### src/rtl/datapath_param.sv
//==============================================================================
// Module  : datapath_param
// Brief   : Parametrised SAP-style datapath: A/B/OUT/IR/MAR/PC registers, 4-op
//           ALU with registered flags, async-read RAM and encoded bus mux.
//           Optional signed-overflow flag VF when DATAPATH_PARAM_VF_EN is defined.
// Revision: 1.0 - initial release
//==============================================================================
`default_nettype none

module datapath_param #(
    parameter int DATA_W = 8,
    parameter int ADDR_W = 4
) (
    input  logic              CLK,
    input  logic              RESETn,
    input  logic              CLR,
    input  logic [2:0]        BUS_SEL,
    input  logic              LD_A,
    input  logic              LD_B,
    input  logic              LD_O,
    input  logic              LD_I,
    input  logic              LD_M,
    input  logic              LD_R,
    input  logic              CE,
    input  logic              JMP,
    input  logic [1:0]        COND,
    input  logic [1:0]        ALU_OP,
    input  logic              FIn,
    input  logic [DATA_W-1:0] DEBUG,
    input  logic [DATA_W-1:0] INREG,
    output logic [DATA_W-1:0] BUS,
    output logic [3:0]        OPCODE,
    output logic              CF,
    output logic              ZF,
    output logic              NF,
`ifdef DATAPATH_PARAM_VF_EN
    output logic              VF,
`endif
    output logic [DATA_W-1:0] OUTREG,
    output logic [ADDR_W-1:0] PC_OUT
);

    localparam int          c_DEPTH = 2 ** ADDR_W;
    localparam logic [2:0]  c_SEL_DEBUG = 3'd0;
    localparam logic [2:0]  c_SEL_A     = 3'd1;
    localparam logic [2:0]  c_SEL_B     = 3'd2;
    localparam logic [2:0]  c_SEL_IR    = 3'd3;
    localparam logic [2:0]  c_SEL_PC    = 3'd4;
    localparam logic [2:0]  c_SEL_ALU   = 3'd5;
    localparam logic [2:0]  c_SEL_RAM   = 3'd6;

    logic [DATA_W-1:0] r_a;
    logic [DATA_W-1:0] r_b;
    logic [DATA_W-1:0] r_out;
    logic [DATA_W-1:0] r_ir;
    logic [ADDR_W-1:0] r_mar;
    logic [ADDR_W-1:0] r_pc;
    logic              r_cf;
    logic              r_zf;
    logic              r_nf;
    logic [DATA_W-1:0] r_ram [c_DEPTH];

    logic [DATA_W:0]   w_sum;
    logic [DATA_W:0]   w_diff;
    logic [DATA_W-1:0] w_alu_r;
    logic              w_alu_c;
    logic [DATA_W-1:0] w_ram_rd;
    logic              w_cond_ok;
    logic [DATA_W-1:0] w_bus;

    assign w_sum    = {1'b0, r_a} + {1'b0, r_b};
    assign w_diff   = {1'b0, r_a} + {1'b0, ~r_b} + {{DATA_W{1'b0}}, 1'b1};
    assign w_ram_rd = r_ram[r_mar];

    always_comb begin
        w_alu_r = '0;
        w_alu_c = 1'b0;
        case (ALU_OP)
            2'b00:   {w_alu_c, w_alu_r} = w_sum;
            2'b01:   {w_alu_c, w_alu_r} = w_diff;
            2'b10:   w_alu_r = r_a & r_b;
            default: w_alu_r = r_a ^ r_b;
        endcase
    end

    always_comb begin
        w_bus = '0;
        case (BUS_SEL)
            c_SEL_DEBUG: w_bus = DEBUG;
            c_SEL_A:     w_bus = r_a;
            c_SEL_B:     w_bus = r_b;
            c_SEL_IR:    w_bus = {{(DATA_W-ADDR_W){1'b0}}, r_ir[ADDR_W-1:0]};
            c_SEL_PC:    w_bus = {{(DATA_W-ADDR_W){1'b0}}, r_pc};
            c_SEL_ALU:   w_bus = w_alu_r;
            c_SEL_RAM:   w_bus = w_ram_rd;
            default:     w_bus = INREG;
        endcase
    end

    // Condition is evaluated on the pre-edge flags, so a same-cycle FIn has no effect on it
    always_comb begin
        w_cond_ok = 1'b0;
        case (COND)
            2'b00:   w_cond_ok = 1'b1;
            2'b01:   w_cond_ok = r_cf;
            2'b10:   w_cond_ok = r_zf;
            default: w_cond_ok = r_nf;
        endcase
    end

    always_ff @(posedge CLK) begin
        if (!RESETn || CLR) begin
            r_a   <= '0;
            r_b   <= '0;
            r_out <= '0;
            r_ir  <= '0;
            r_mar <= '0;
            r_pc  <= '0;
            r_cf  <= 1'b0;
            r_zf  <= 1'b0;
            r_nf  <= 1'b0;
        end else begin
            if (LD_A) r_a   <= w_bus;
            if (LD_B) r_b   <= w_bus;
            if (LD_O) r_out <= w_bus;
            if (LD_I) r_ir  <= w_bus;
            if (LD_M) r_mar <= w_bus[ADDR_W-1:0];
            if (JMP && w_cond_ok) r_pc <= w_bus[ADDR_W-1:0];
            else if (CE)          r_pc <= r_pc + 1'b1;
            if (FIn) begin
                r_cf <= w_alu_c;
                r_zf <= (w_alu_r == '0);
                r_nf <= w_alu_r[DATA_W-1];
            end
        end
    end

    // RAM keeps its contents across reset/clear; write address is the pre-edge MAR
    always_ff @(posedge CLK) begin
        if (RESETn && !CLR && LD_R) r_ram[r_mar] <= w_bus;
    end

`ifdef DATAPATH_PARAM_VF_EN
    logic r_vf;
    logic w_alu_v;

    always_comb begin
        w_alu_v = 1'b0;
        case (ALU_OP)
            2'b00:   w_alu_v = (r_a[DATA_W-1] == r_b[DATA_W-1]) &&
                               (w_sum[DATA_W-1] != r_a[DATA_W-1]);
            2'b01:   w_alu_v = (r_a[DATA_W-1] != r_b[DATA_W-1]) &&
                               (w_diff[DATA_W-1] != r_a[DATA_W-1]);
            default: w_alu_v = 1'b0;
        endcase
    end

    always_ff @(posedge CLK) begin
        if (!RESETn || CLR) r_vf <= 1'b0;
        else if (FIn)       r_vf <= w_alu_v;
    end

    assign VF = r_vf;
`endif

    assign BUS    = w_bus;
    assign OPCODE = r_ir[DATA_W-1:DATA_W-4];
    assign CF     = r_cf;
    assign ZF     = r_zf;
    assign NF     = r_nf;
    assign OUTREG = r_out;
    assign PC_OUT = r_pc;

endmodule

`default_nettype wire

### config.mk
export PLATFORM = sky130hd
export DESIGN_NAME = datapath_param
export DESIGN_NICKNAME = d
export VERILOG_FILES = /design/src/rtl/datapath_param.sv
export SDC_FILE = /design/constraint.sdc
export NUM_CORES = 1
export LEC_CHECK = 0
export CORE_MARGIN = 3
export CORE_UTILIZATION = 55
export DETAILED_ROUTE_END_ITERATION = 6
export PLACE_DENSITY = 0.87
export SLEW_MARGIN = 20
export SYNTH_ARGS = -nofsm -noshare
export SYNTH_HDL_FRONTEND = slang
export SYNTH_SLANG_ARGS = --single-unit
### constraint.sdc
create_clock -name CLK -period 3.9 [get_ports CLK]
set_clock_uncertainty 0.1 [all_clocks]
set_input_delay 0.78 -clock CLK [delete_from_list [all_inputs] [get_ports CLK]]
set_output_delay 0.78 -clock CLK [all_outputs]
set_load 0.03 [all_outputs]
==> impl_metrics.ini, run 1 <==
[logic_synthesis]
synth_commonest_cells = edfxtp_1 (128), dfxtp_1 (47), nor2_1 (43), o21ai_0 (40), a21oi_1 (34)
synth.most_common_cell = edfxtp_1
synth_area_leaders = edfxtp_1 (47%), dfxtp_1 (11%), mux4_2 (8.5%)
postSynth.asyncResetShare = 0
syn-cell-area_mm2 = 0.008220
yosysTopAreaCellShare = 0.4676
syn_nets = 681
synth_edf_count = 128
ys.flop_type = edfxtp_1
synthesis.instances = 626
synth-seq-cells = 175
yosysUniqueCellTypes = 64
yosys_warnings = 0
synth-seq-area-share = 0.5820
avgSynthCellArea_um2 = 13.13
synth_top_area_cell = edfxtp_1

[global_route]
grt_use_met1 = 0.3404
overflow = 0
grt_util_met2 = 0.4756
grt_max_degree = 24
antenna_found_initial = 0
grt_pass1_wl_um = 33890
busiest_layer = met2
grt_pass1_vias = 6032
grtUsageMet3 = 0.04958
grt_use_total = 0.2783

[pwr]
p_leak_nw = 3.681
vdd_drop_max_v = 0.0004073
p_total_mw = 4.275
powerDensity_mw_per_mm2 = 418.0

[placed_design]
port_buffers = 61
pre_cts_ws_ns = -0.1373
place_hpwl_um = 15690
gp_congestion = 0.9941

[critical_path]
reg2reg_to = r_ram[6][4]$_DFFE_PP_
cp.required_ns = 3.02
worstReg2RegStart = r_a[0]$_SDFFE_PP0P_
crit_type = reg -> out
critical-path-max-stage-delay_ns = 0.41
startpoint = r_a[0]$_SDFFE_PP0P_
setup.worst_path.end_class = primary output
crit_fanout = 3
r2r_cells = 12
r2r_slack_ns = 0.96
cpMaxStageDelayCell = fa_1
start_kind = flip-flop
crit_chain = inv_1 > ha_1 > inv_1 > fa_1 > a21o_1 > a21oi_2 > buf_4 > mux2i_1 > o311ai_2 > a211oi_2 > nor2_2 > buf_4
arrival_ns = 2.98

[flow_run]
cap_viol_max_count = 0

[finish]
fin_util = 0.7011
areaGrowthSynthToFinish_pct = 24.43
multi_input_area_mm2 = 0.003178
drive_gt1_frac = 0.2584
finalNetCount = 820
num_antenna_cells = 0
fillers = 964
regArea_mm2 = 0.004791

[clock_network]
h-tree-depth = 4
cts_hold_buf = 0
cts_buffer_depth = 2
cts_tree = built
insertion_delay_ns = 0.43
numCtsBuffers = 17
clock-root-buffer = clkbuf_16
clk_pin_slew_worst_paths_ns = 0.07
clock_sinks = 175

[sta]
finalSetupViolations = 0
max_freq_mhz = 258.8
slew_viol_final = 0
tns_ns = 0
finalHoldViolCount = 0
min_period_ns = 3.864
whs_ns = 0.3889
period_share = 0.9909
slew_headroom = 0.5257
setup_ws_ns = 0.03562
rsz0062_at_grt = true
worst_pin_slew_ns = 0.7115

[floorplan]
dieWidth_um = 128.3
die_h_um = 128.3
std_cell_rows = 44
start_util = 0.5635
io_pins = 62
core_area_mm2 = 0.01459
die-area_mm2 = 0.01645

[min_path]
hold_end = ZF$_SDFFE_PP0P_
hp-class = reg -> reg
hold_depth = 2
hp-start = ZF$_SDFFE_PP0P_

[drt]
detail_route.iter0.violations = 738
vias = 6024
via_per_inst = 6.262
first_pass_iters = 5
routedWlPerCell_um = 23.39
drcViolationCount = 0
final_antenna_net_count = 0
wirelength_um = 22500

[outcome]
status = complete, no violations
stage by stage:
stage,instance area [µm²],cells
floorplan,8220,626
global placement,9558,925
detailed placement,9558,925
CTS,10170,958
global route,10230,962
finish,10230,962
final cells by class:
class,count,area share
clock buffers,17,0.04159
clock inverters,15,0.01602
inverters,27,0.01028
multi-input cells,386,0.3107
flip-flops and latches,175,0.4684
well taps,184,0.02251
repair buffers,158,0.1305
critical path: cells and delay by family (launching register included):
kind | cells | cell delay (ns)
buffers and inverters | 4 | 0.45
and+or+nand+nor | 1 | 0.11
DFF | 1 | 0.33
muxes | 1 | 0.22
adders and majority gates | 2 | 0.56
AOI/OAI and AO/OA | 4 | 0.88
cell usage in the layout (no fill, tap or decap), types with 5 or more instances in the layout:
| master | instances |
|---|---|
| edfxtp_1 | 128 |
| nor3_1 | 14 |
| nand3b_1 | 15 |
| mux2_2 | 7 |
| a31oi_1 | 6 |
| nand3_1 | 11 |
| dfxtp_1 | 44 |
| xnor2_1 | 5 |
| nor2_1 | 40 |
| clkbuf_16 | 17 |
| clkdlybuf4s50_1 | 51 |
| a21oi_1 | 32 |
| o31ai_1 | 15 |
| inv_1 | 22 |
| nand2b_1 | 10 |
| nand2_1 | 30 |
| ha_1 | 17 |
| mux4_2 | 31 |
| or3_1 | 10 |
| buf_4 | 100 |
| o21ai_0 | 39 |
| mux2i_1 | 23 |
layer usage:
metal	share of wire	vias to the layer above
met3	0.072	72
met5	0	-
met2	0.51	322
li1	-	2691
met1	0.37	2939
met4	0.049	0
power by group:
part	switching (mW)	internal, mW	leakage [nW]
clock network	0.730	0.953	0.284
logic	0.296	0.228	1.84
registers	0.0274	2.04	1.55
total	1.05	3.22	3.68
sequential cells by signal, summed over array words and instances, names as in the netlist, named ones only:
register  flops
CF            1
PC_OUT        4
r_mar         4
r_ram       128
r_a           8
NF            1
r_ir          8
ZF            1
r_b           8
OUTREG        8
worst max-delay path by stage:
stage,endpoint,slack (ns),cells past startpoint
final,BUS[4],0.04,12
after detailed placement,BUS[3],-0.14,8
after global routing,BUS[6],-0.03,10
after floorplan,BUS[4],0.35,8
after CTS,BUS[6],-0.13,10
after global placement,BUS[2],-0.11,9
what timing repair did:
action	4_1_cts	5_1_grt
buffers inserted	1	4
pin swaps	0	5
setup endpoints to repair	7	7
gates resized for setup	18	14
gates cloned	0	0
cells by family (layout without fill, tap and decap cells):
logic type / Yosys count / after routing / synth area share
buffers and inverters: 65 / 217 / 0.03638
muxes: 64 / 64 / 0.1303
and+or+nand+nor: 151 / 151 / 0.09300
DFF: 175 / 175 / 0.5820
xor gates and xnor gates: 8 / 8 / 0.008524
AOI/OAI and AO/OA: 143 / 143 / 0.1175
adders and majority gates: 20 / 20 / 0.03227
Note: power is estimated with default switching activity, not from simulation.
==> run 2, diff against run 1 <==
--- a/config.mk
+++ b/config.mk
@@ -8,8 +8,10 @@
 export CORE_MARGIN = 3
 export CORE_UTILIZATION = 55
 export DETAILED_ROUTE_END_ITERATION = 6
+export GPL_TIMING_DRIVEN = 1
 export PLACE_DENSITY = 0.87
 export SLEW_MARGIN = 20
 export SYNTH_ARGS = -nofsm -noshare
 export SYNTH_HDL_FRONTEND = slang
 export SYNTH_SLANG_ARGS = --single-unit
+export TNS_END_PERCENT = 10
==> run 2 against run 1 <==
  * Via count rose by 0.42%
  * Utilization fell by 0.13 points
  * Clock power barely moved
  * Setup slack improved by 0.0021 ns
  * Maximum frequency barely moved
  * Critical path depth did not move
  * Sequential share of layout area rose by 0.086 points
  * Wire length fell by 0.28%
  * Final area fell by 0.18%
  * Total power barely moved
  * Global-route usage did not move
  * Final cell count fell by 0.31%
  * Highest routed layer unchanged
==> impl_metrics.ini, run 2 (synthesized netlist as in run 1, its figures left out) <==
[finish]
top_register = r_ram
fin_cells = 959
areaGrowthSynthToFinish_pct = 24.20
largest_register_ffs = 128
layout_commonest_cell = edfxtp_1
finalNetCount = 817
fillers = 967
design_area_mm2 = 0.01021
drive_gt1_frac = 0.2555
mostFrequentLayoutCells = edfxtp_1 (128), buf_4 (96), clkdlybuf4s50_1 (51)
num_antenna_cells = 0

[clock_network]
clock_sinks = 175
clk_pin_slew_worst_paths_ns = 0.07
insertion_delay_ns = 0.43
h-tree-depth = 4
clock-root-buffer = clkbuf_16
numCtsBuffers = 17
cts_buffer_depth = 2
cts_tree = built

[sta]
slew_headroom = 0.5094
slew_viol_final = 0
whs_ns = 0.3907
rsz0062_at_grt = true
tns_ns = 0
max_freq_mhz = 258.9
min_period_ns = 3.862
finalSetupViolations = 0
period_share = 0.9903
finalHoldViolCount = 0
worst_pin_slew_ns = 0.7359

[floorplan]
io_pins = 62
std_cell_rows = 44
die-area_mm2 = 0.01645
start_util = 0.5635
core_area_mm2 = 0.01459
die_h_um = 128.3
dieWidth_um = 128.3

[drt]
final_antenna_net_count = 0
routedWlPerCell_um = 23.40
vias = 6049
drcViolationCount = 0
wirelength_um = 22440
first_pass_iters = 5
via_per_inst = 6.308
detail_route.iter0.violations = 708

[flow_run]
cap_viol_max_count = 0

[placed_design]
dp_cells = 925
port_buffers = 61
gp_congestion = 0.9941
place_hpwl_um = 15690
placed_area_mm2 = 0.009558

[global_route]
grt_pass1_wl_um = 33890
grt_pass1_vias = 6032
antenna_found_initial = 0
grt_use_total = 0.2783
overflow = 0
grt_max_degree = 24

[critical_path]
crit_type = reg -> out
crit_fanout = 3
start_kind = flip-flop
setup.worst_path.end_class = primary output
arrival_ns = 2.98
cp.required_ns = 3.02

[min_path]
hp-class = reg -> reg

[pwr]
vdd_drop_max_v = 0.0004085
powerDensity_mw_per_mm2 = 418.5
p_leak_nw = 3.667

[outcome]
status = complete, no violations
==> run 2: cell types whose count changed in the layout (fill, tap and decap cells not counted), sizes merged <==
cell	delta
buf	-3
==> run 2: cell type report <==
class	count	area, µm²	area share
Sequential cell	175	4791	0.4692
Multi-Input combinational cell	386	3178	0.3113
Timing Repair Buffer	155	1316	0.1289
Clock buffer	17	425.4	0.04167
Tap cell	184	230.2	0.02255
Clock inverter	15	163.9	0.01605
Inverter	27	105.1	0.01029
==> run 2: path summary, 6_finish.rpt <==
check	from	to	slack (ns)	cells past startpoint
setup / recovery	r_a[0]$_SDFFE_PP0P_	BUS[4]	0.04	12
hold / removal	ZF$_SDFFE_PP0P_	ZF$_SDFFE_PP0P_	0.39	2
setup reg to reg	r_a[0]$_SDFFE_PP0P_	r_ram[6][4]$_DFFE_PP_	0.96	12
hold reg to reg	ZF$_SDFFE_PP0P_	ZF$_SDFFE_PP0P_	0.39	2
==> run 2: where the power goes <==
group / switching [mW] / internal, mW
Combinational: 0.295 / 0.225
Clock: 0.731 / 0.953
Sequential: 0.0273 / 2.04
Total: 1.05 / 3.22
==> run 2: what timing repair did <==
| action | CTS | global route |
|---|---|---|
| pin swaps | 0 | 5 |
| setup endpoints to repair | 7 | 7 |
| hold buffers | 0 | 0 |
| setup buffers | 1 | 1 |
| resized for setup | 18 | 15 |
| endpoints found under the hold margin | 0 | 0 |
==> run 2: routing by layer <==
layer / vias up / wire, µm / track usage
met5: - / 0 / 0
met4: 0 / 1157 / 0.1380
met3: 78 / 1744 / 0.04958
met2: 347 / 11250 / 0.4756
met1: 2944 / 8284 / 0.3404
li1: 2680 / - / -
==> run 2: stage by stage <==
step           setup WS [ns]  utilization  total power, mW
2_1_floorplan         0.3514            -            2.378
3_3_place_gp         -0.1129       0.6551            2.592
3_5_place_dp         -0.1373       0.6551            2.607
4_1_cts              -0.1347       0.6971            4.268
5_1_grt             -0.02751       0.6998            4.400
6_report             0.03775       0.6998            4.272
==> run 2: worst max-delay path: stages (launching register included) <==
cell and delay (ns):
dfxtp_1 0.34, inv_1 0.08, ha_1 0.15, inv_1 0.05
fa_1 0.41, a21o_1 0.19, a21oi_2 0.19, buf_4 0.14
mux2i_1 0.22, o311ai_2 0.18, a211oi_2 0.32, nor2_2 0.11
buf_4 0.18
==> variant 1: new RTL, config.mk and constraints of run 1 <==
Remove the case item `c_SEL_PC` of the case on `BUS_SEL`.
--- a/src/rtl/datapath_param.sv
+++ b/src/rtl/datapath_param.sv
@@ -92,3 +92,2 @@
             c_SEL_IR:    w_bus = {{(DATA_W-ADDR_W){1'b0}}, r_ir[ADDR_W-1:0]};
-            c_SEL_PC:    w_bus = {{(DATA_W-ADDR_W){1'b0}}, r_pc};
             c_SEL_ALU:   w_bus = w_alu_r;
Behaviour: not the same (a bounded check fails within 4 cycles, from zero or initial values).
==> variant 1 against run 1 <==
Routed wire length fell by 4.2%. Hold slack improved by 0.012 ns. Setup slack better by 0.069 ns. Power increased by 2.4%. Area after synthesis increased by 0.20%. Via count is 4.9% lower. Critical endpoint is now BUS[5]. Sequential cell count unchanged. Die area grew 0.19%. Design area down 3.2%. Maximum frequency grew 1.8%. Register-to-register slack lost 0.12 ns. Highest routed layer unchanged. Critical path type is now in2out.
==> variant 1: results (changes against run 1) <==
[metrics] post-CTS setup buffers: 0 (-1)
[metrics] max-slew headroom at the worst pin: 39.75% (-13 points)
[metrics] synthesized-area fraction occupied by ao, oa, aoi and oai cells: 10.16% (-1.6 points)
[metrics] GR Util met3: 6.351% (+1.4 points)
[metrics] result of the run: finished, final reports clean
[metrics] fraction of final layout cells with drive strength greater than 1: 21.33% (-4.5 points)
[metrics] worst-case register-to-register setup slack: 0.84 ns (-0.12 ns)
[metrics] Post-Place Setup Slack: 0.04024 ns (+0.1775 ns)
[metrics] share of the cycle needed by the critical path after routing: 97.33% (-1.8 points)
[metrics] total routing resource utilization after global routing: 26.86% (-0.97 points)
[metrics] capture point of the worst reg-to-reg path: r_mar[1]$_SDFFE_PP0P_
[metrics] routing usage on met1: 32.23% (-1.8 points)
[metrics] startpoint of the most critical hold path: r_ir[5]$_SDFFE_PP0P_
[metrics] stage delay of the slowest cell on the critical path: 0.53 ns (+0.12 ns)
[metrics] Wirelength per Cell: 23.43 µm (+0.18%)
[metrics] Worst path top cell family by delay: buffers and inverters
[metrics] RD Place Congestion: 1.007 (+1.3%)
[metrics] Unique masters post-synth: 67 (+4.7%)
[metrics] GR Layer Usage met2: 44.41% (-3.2 points)
[metrics] leakage power of the design: 3.435 nW (-6.7%)
[metrics] pin count of the biggest net entering global routing: 32 (+33%)
[metrics] DRC violation total after the first TritonRoute iteration: 546 (-26%)
[metrics] final hold slack: 0.4007 ns (+0.01186 ns)
[metrics] met2 wire length: 10,700 µm (-6.1%)
[metrics] Critical-path top delay cell: sky130_fd_sc_hd__clkdlybuf4s50_1
[metrics] met3 wire length: 1719 µm (+6.6%)
[metrics] count of cells along the worst register-to-register path: 9 (-3)
[metrics] share of the yosys chip area belonging to registers: 58.09% (-0.11 points)
[metrics] hold-critical path endpoint: r_ir[5]$_SDFFE_PP0P_
[metrics] total cell area at the placement stage: 9216 µm² (-3.6%)
[metrics] number of instances resized during post-cts repair: 9 (-9)
variant 1: logic make-up (layout without fill, tap and decap cells):
kind of cell,Yosys count,after routing
and+or+nand+nor,170,170
buffers and inverters,58,168
xor gates and xnor gates,8,8
AOI/OAI and AO/OA,126,126
adders and majority gates,20,20
muxes,69,69
DFF,175,175
variant 1: area by class of cell:
cell class / count / area, µm² / share of cell area, %
Timing Repair Buffer: 117 / 1015 / 10.25
Multi-Input combinational cell: 393 / 3193 / 32.25
Sequential cell: 175 / 4791 / 48.38
Inverter: 20 / 75.07 / 0.7581
Clock inverter: 14 / 172.7 / 1.744
Tap cell: 184 / 230.2 / 2.325
Clock buffer: 17 / 425.4 / 4.296
variant 1: where the power goes:
group / leakage (nW) / switching (W) / total (W) / internal (W)
sequential: 1.54 / 0.0000246 / 0.00208 / 0.00205
clock: 0.283 / 0.000681 / 0.00174 / 0.00106
combinational: 1.61 / 0.000332 / 0.000564 / 0.000231
total: 3.44 / 0.00104 / 0.00438 / 0.00334
==> variant 2: new RTL, config.mk and constraints of run 1 <==
Without the edit above. The option `DATAPATH_PARAM_VF_EN` is turned on by a define.
--- a/src/rtl/datapath_param.sv
+++ b/src/rtl/datapath_param.sv
@@ -8,2 +8,4 @@
 `default_nettype none
+
+`define DATAPATH_PARAM_VF_EN
 
New outputs: VF. Check against the original RTL: not settled (the Yosys comparison gave no result); the edit may change what the design does.
==> variant 2 against run 1 <==
Sequential power is essentially flat. Non-clock buffer count down 5. Design area up 0.86%. Setup slack worse by 0.025 ns. Power increased by 3.2%. Routed wire length shrank 3.1%. Sequential cell count rose by 1. Critical path type unchanged. Die area is 0.45% lower. Area after synthesis shrank 0.47%. Largest power group unchanged.
==> variant 2: results (changes against run 1) <==
[metrics] Wirelength per Cell: 23.28 µm (-0.47%)
[metrics] leakage power of the design: 3.760 nW (+2.1%)
[metrics] mux contribution to synthesized area: 14.28% (+1.3 points)
[metrics] Post-Place Setup Slack: -0.07242 ns (+0.06487 ns)
[metrics] count of cells along the worst register-to-register path: 13 (+1)
[metrics] number of standard cells in the final layout excluding fillers: 937 (-2.6%)
[metrics] total routing resource utilization after global routing: 27.43% (-0.40 points)
[metrics] VDD IR-drop max: 0.0007016 V (+72%)
[metrics] RD Place Congestion: 0.8969 (-9.8%)
[metrics] number of port buffers: 62 (+1.6%)
[metrics] number of standard cells after synthesis: 612 (-2.2%)
[metrics] arrival time of data at the critical path endpoint: 3.01 ns (+0.03 ns)
[metrics] total cell area at the placement stage: 9383 µm² (-1.8%)
[metrics] GR Util met3: 6.333% (+1.4 points)
[metrics] result of the run: finished, final reports clean
[metrics] total half-perimeter wirelength after legalization and detailed placement: 14,880 µm (-5.1%)
[metrics] drt via density: 6.205 (-0.91%)
[metrics] routing usage on met1: 33.75% (-0.29 points)
[metrics] highest routed layer: met4
[metrics] WL met1: 8608 µm (+2.6%)
[metrics] Unique masters post-synth: 62 (-3.1%)
[metrics] share of the yosys chip area belonging to registers: 58.72% (+0.52 points)
[metrics] Synth Area in XOR/XNOR: 0.6423% (-0.21 points)
[metrics] Antenna Cells: 0 (unchanged)
[metrics] placed instance count: 891 (-3.7%)
[metrics] detailed-router iteration count before antenna repair: 6 (+1)
[metrics] GR Layer Usage met2: 48.21% (+0.65 points)
[metrics] max-slew headroom at the worst pin: 41.74% (-11 points)
[metrics] DRC violation total after the first TritonRoute iteration: 620 (-16%)
[metrics] number of nets at the end of the flow: 801 (-2.3%)
[metrics] fraction of final layout cells with drive strength greater than 1: 26.68% (+0.85 points)
[metrics] met3 wire length: 1398 µm (-13%)
[metrics] wire length of the first global-routing pass: 33,580 µm (-0.89%)
[metrics] number of CTS-inserted buffers: 17 (unchanged)
[metrics] H-tree Lvls: 4 (unchanged)
[metrics] pin count of the biggest net entering global routing: 26 (+8.3%)
[metrics] Worst path top cell family by delay: compound AO/OA/AOI/OAI gates
[metrics] largest register by flop count: r_ram
[metrics] maximum fanout along the worst path: 2 (-1)
[metrics] met2 wire length: 11,320 µm (-0.61%)
[metrics] leading post-synthesis cells by cell area: sky130_fd_sc_hd__edfxtp_1 (47%), sky130_fd_sc_hd__dfxtp_1 (12%), sky130_fd_sc_hd__mux4_2 (10%), sky130_fd_sc_hd__mux2i_1 (3.2%), sky130_fd_sc_hd__ha_1 (2.8%)
[metrics] share of synthesized cell area in full adder, half adder and majority cells: 3.242% (+0.015 points)
[metrics] Post-synth top cells: sky130_fd_sc_hd__edfxtp_1 (128), sky130_fd_sc_hd__nor2_1 (51), sky130_fd_sc_hd__dfxtp_1 (48), sky130_fd_sc_hd__a21oi_1 (40), sky130_fd_sc_hd__mux4_2 (37)
[metrics] vias in the first global route: 5,929 (-1.7%)
[variant 2: cell types whose count changed after synthesis, sizes merged, moves of 5 or more]
cell,before,now
or3,10,4
o21ai,42,29
nor2,43,51
nand2,30,24
nand3b,15,2
a21oi,34,40
o31ai,15,5
a21o,2,7
mux4,33,39
mux2,8,2
[variant 2: worst paths after layout]
| kind | from | endpoint | slack (ns) |
|---|---|---|---|
| setup / recovery | r_b[0]$_SDFFE_PP0P_ | BUS[6] | 0.01 |
| setup reg to reg | r_b[0]$_SDFFE_PP0P_ | r_ram[13][6]$_DFFE_PP_ | 0.79 |
| hold reg to reg | VF$_SDFFE_PP0P_ | VF$_SDFFE_PP0P_ | 0.38 |
| hold / removal | VF$_SDFFE_PP0P_ | VF$_SDFFE_PP0P_ | 0.38 |
[variant 2: final cells by class]
class / instances / area [µm²]
clock buffers: 17 / 425.4
inverters: 28 / 107.6
multi-input cells: 370 / 3246
flip-flops and latches: 176 / 4812
repair buffers: 153 / 1315
clock inverters: 13 / 185.2
fillers: 918 / 3887
well taps: 180 / 225.2
[variant 2: power by group]
group	internal (W)	switching, W
sequential	0.00205	0.0000219
combinational	0.000242	0.000294
clock	0.00107	0.000734
[variant 2: worst min-delay path, delay by kind of cell (launching register included)]
kind,cells,cell delay (ns)
AND/OR/NAND/NOR,1,0.06
AO/OA/AOI/OAI,1,0.05
flip-flops,1,0.31
[variant 2: cells by family (layout without fill, tap and decap cells)]
family,after synthesis,after routing
flops,176,176
simple gates,146,146
compound gates,131,131
mux,67,67
buf+inv,66,211
fa+ha+maj,20,20
xor+xnor,6,6
[variant 2: repair_timing]
item	4_1_cts	5_1_grt
resized for setup	17	36
endpoints found under the setup margin	8	8
setup buffers	2	14
pin swaps	3	18
hold buffers	0	0
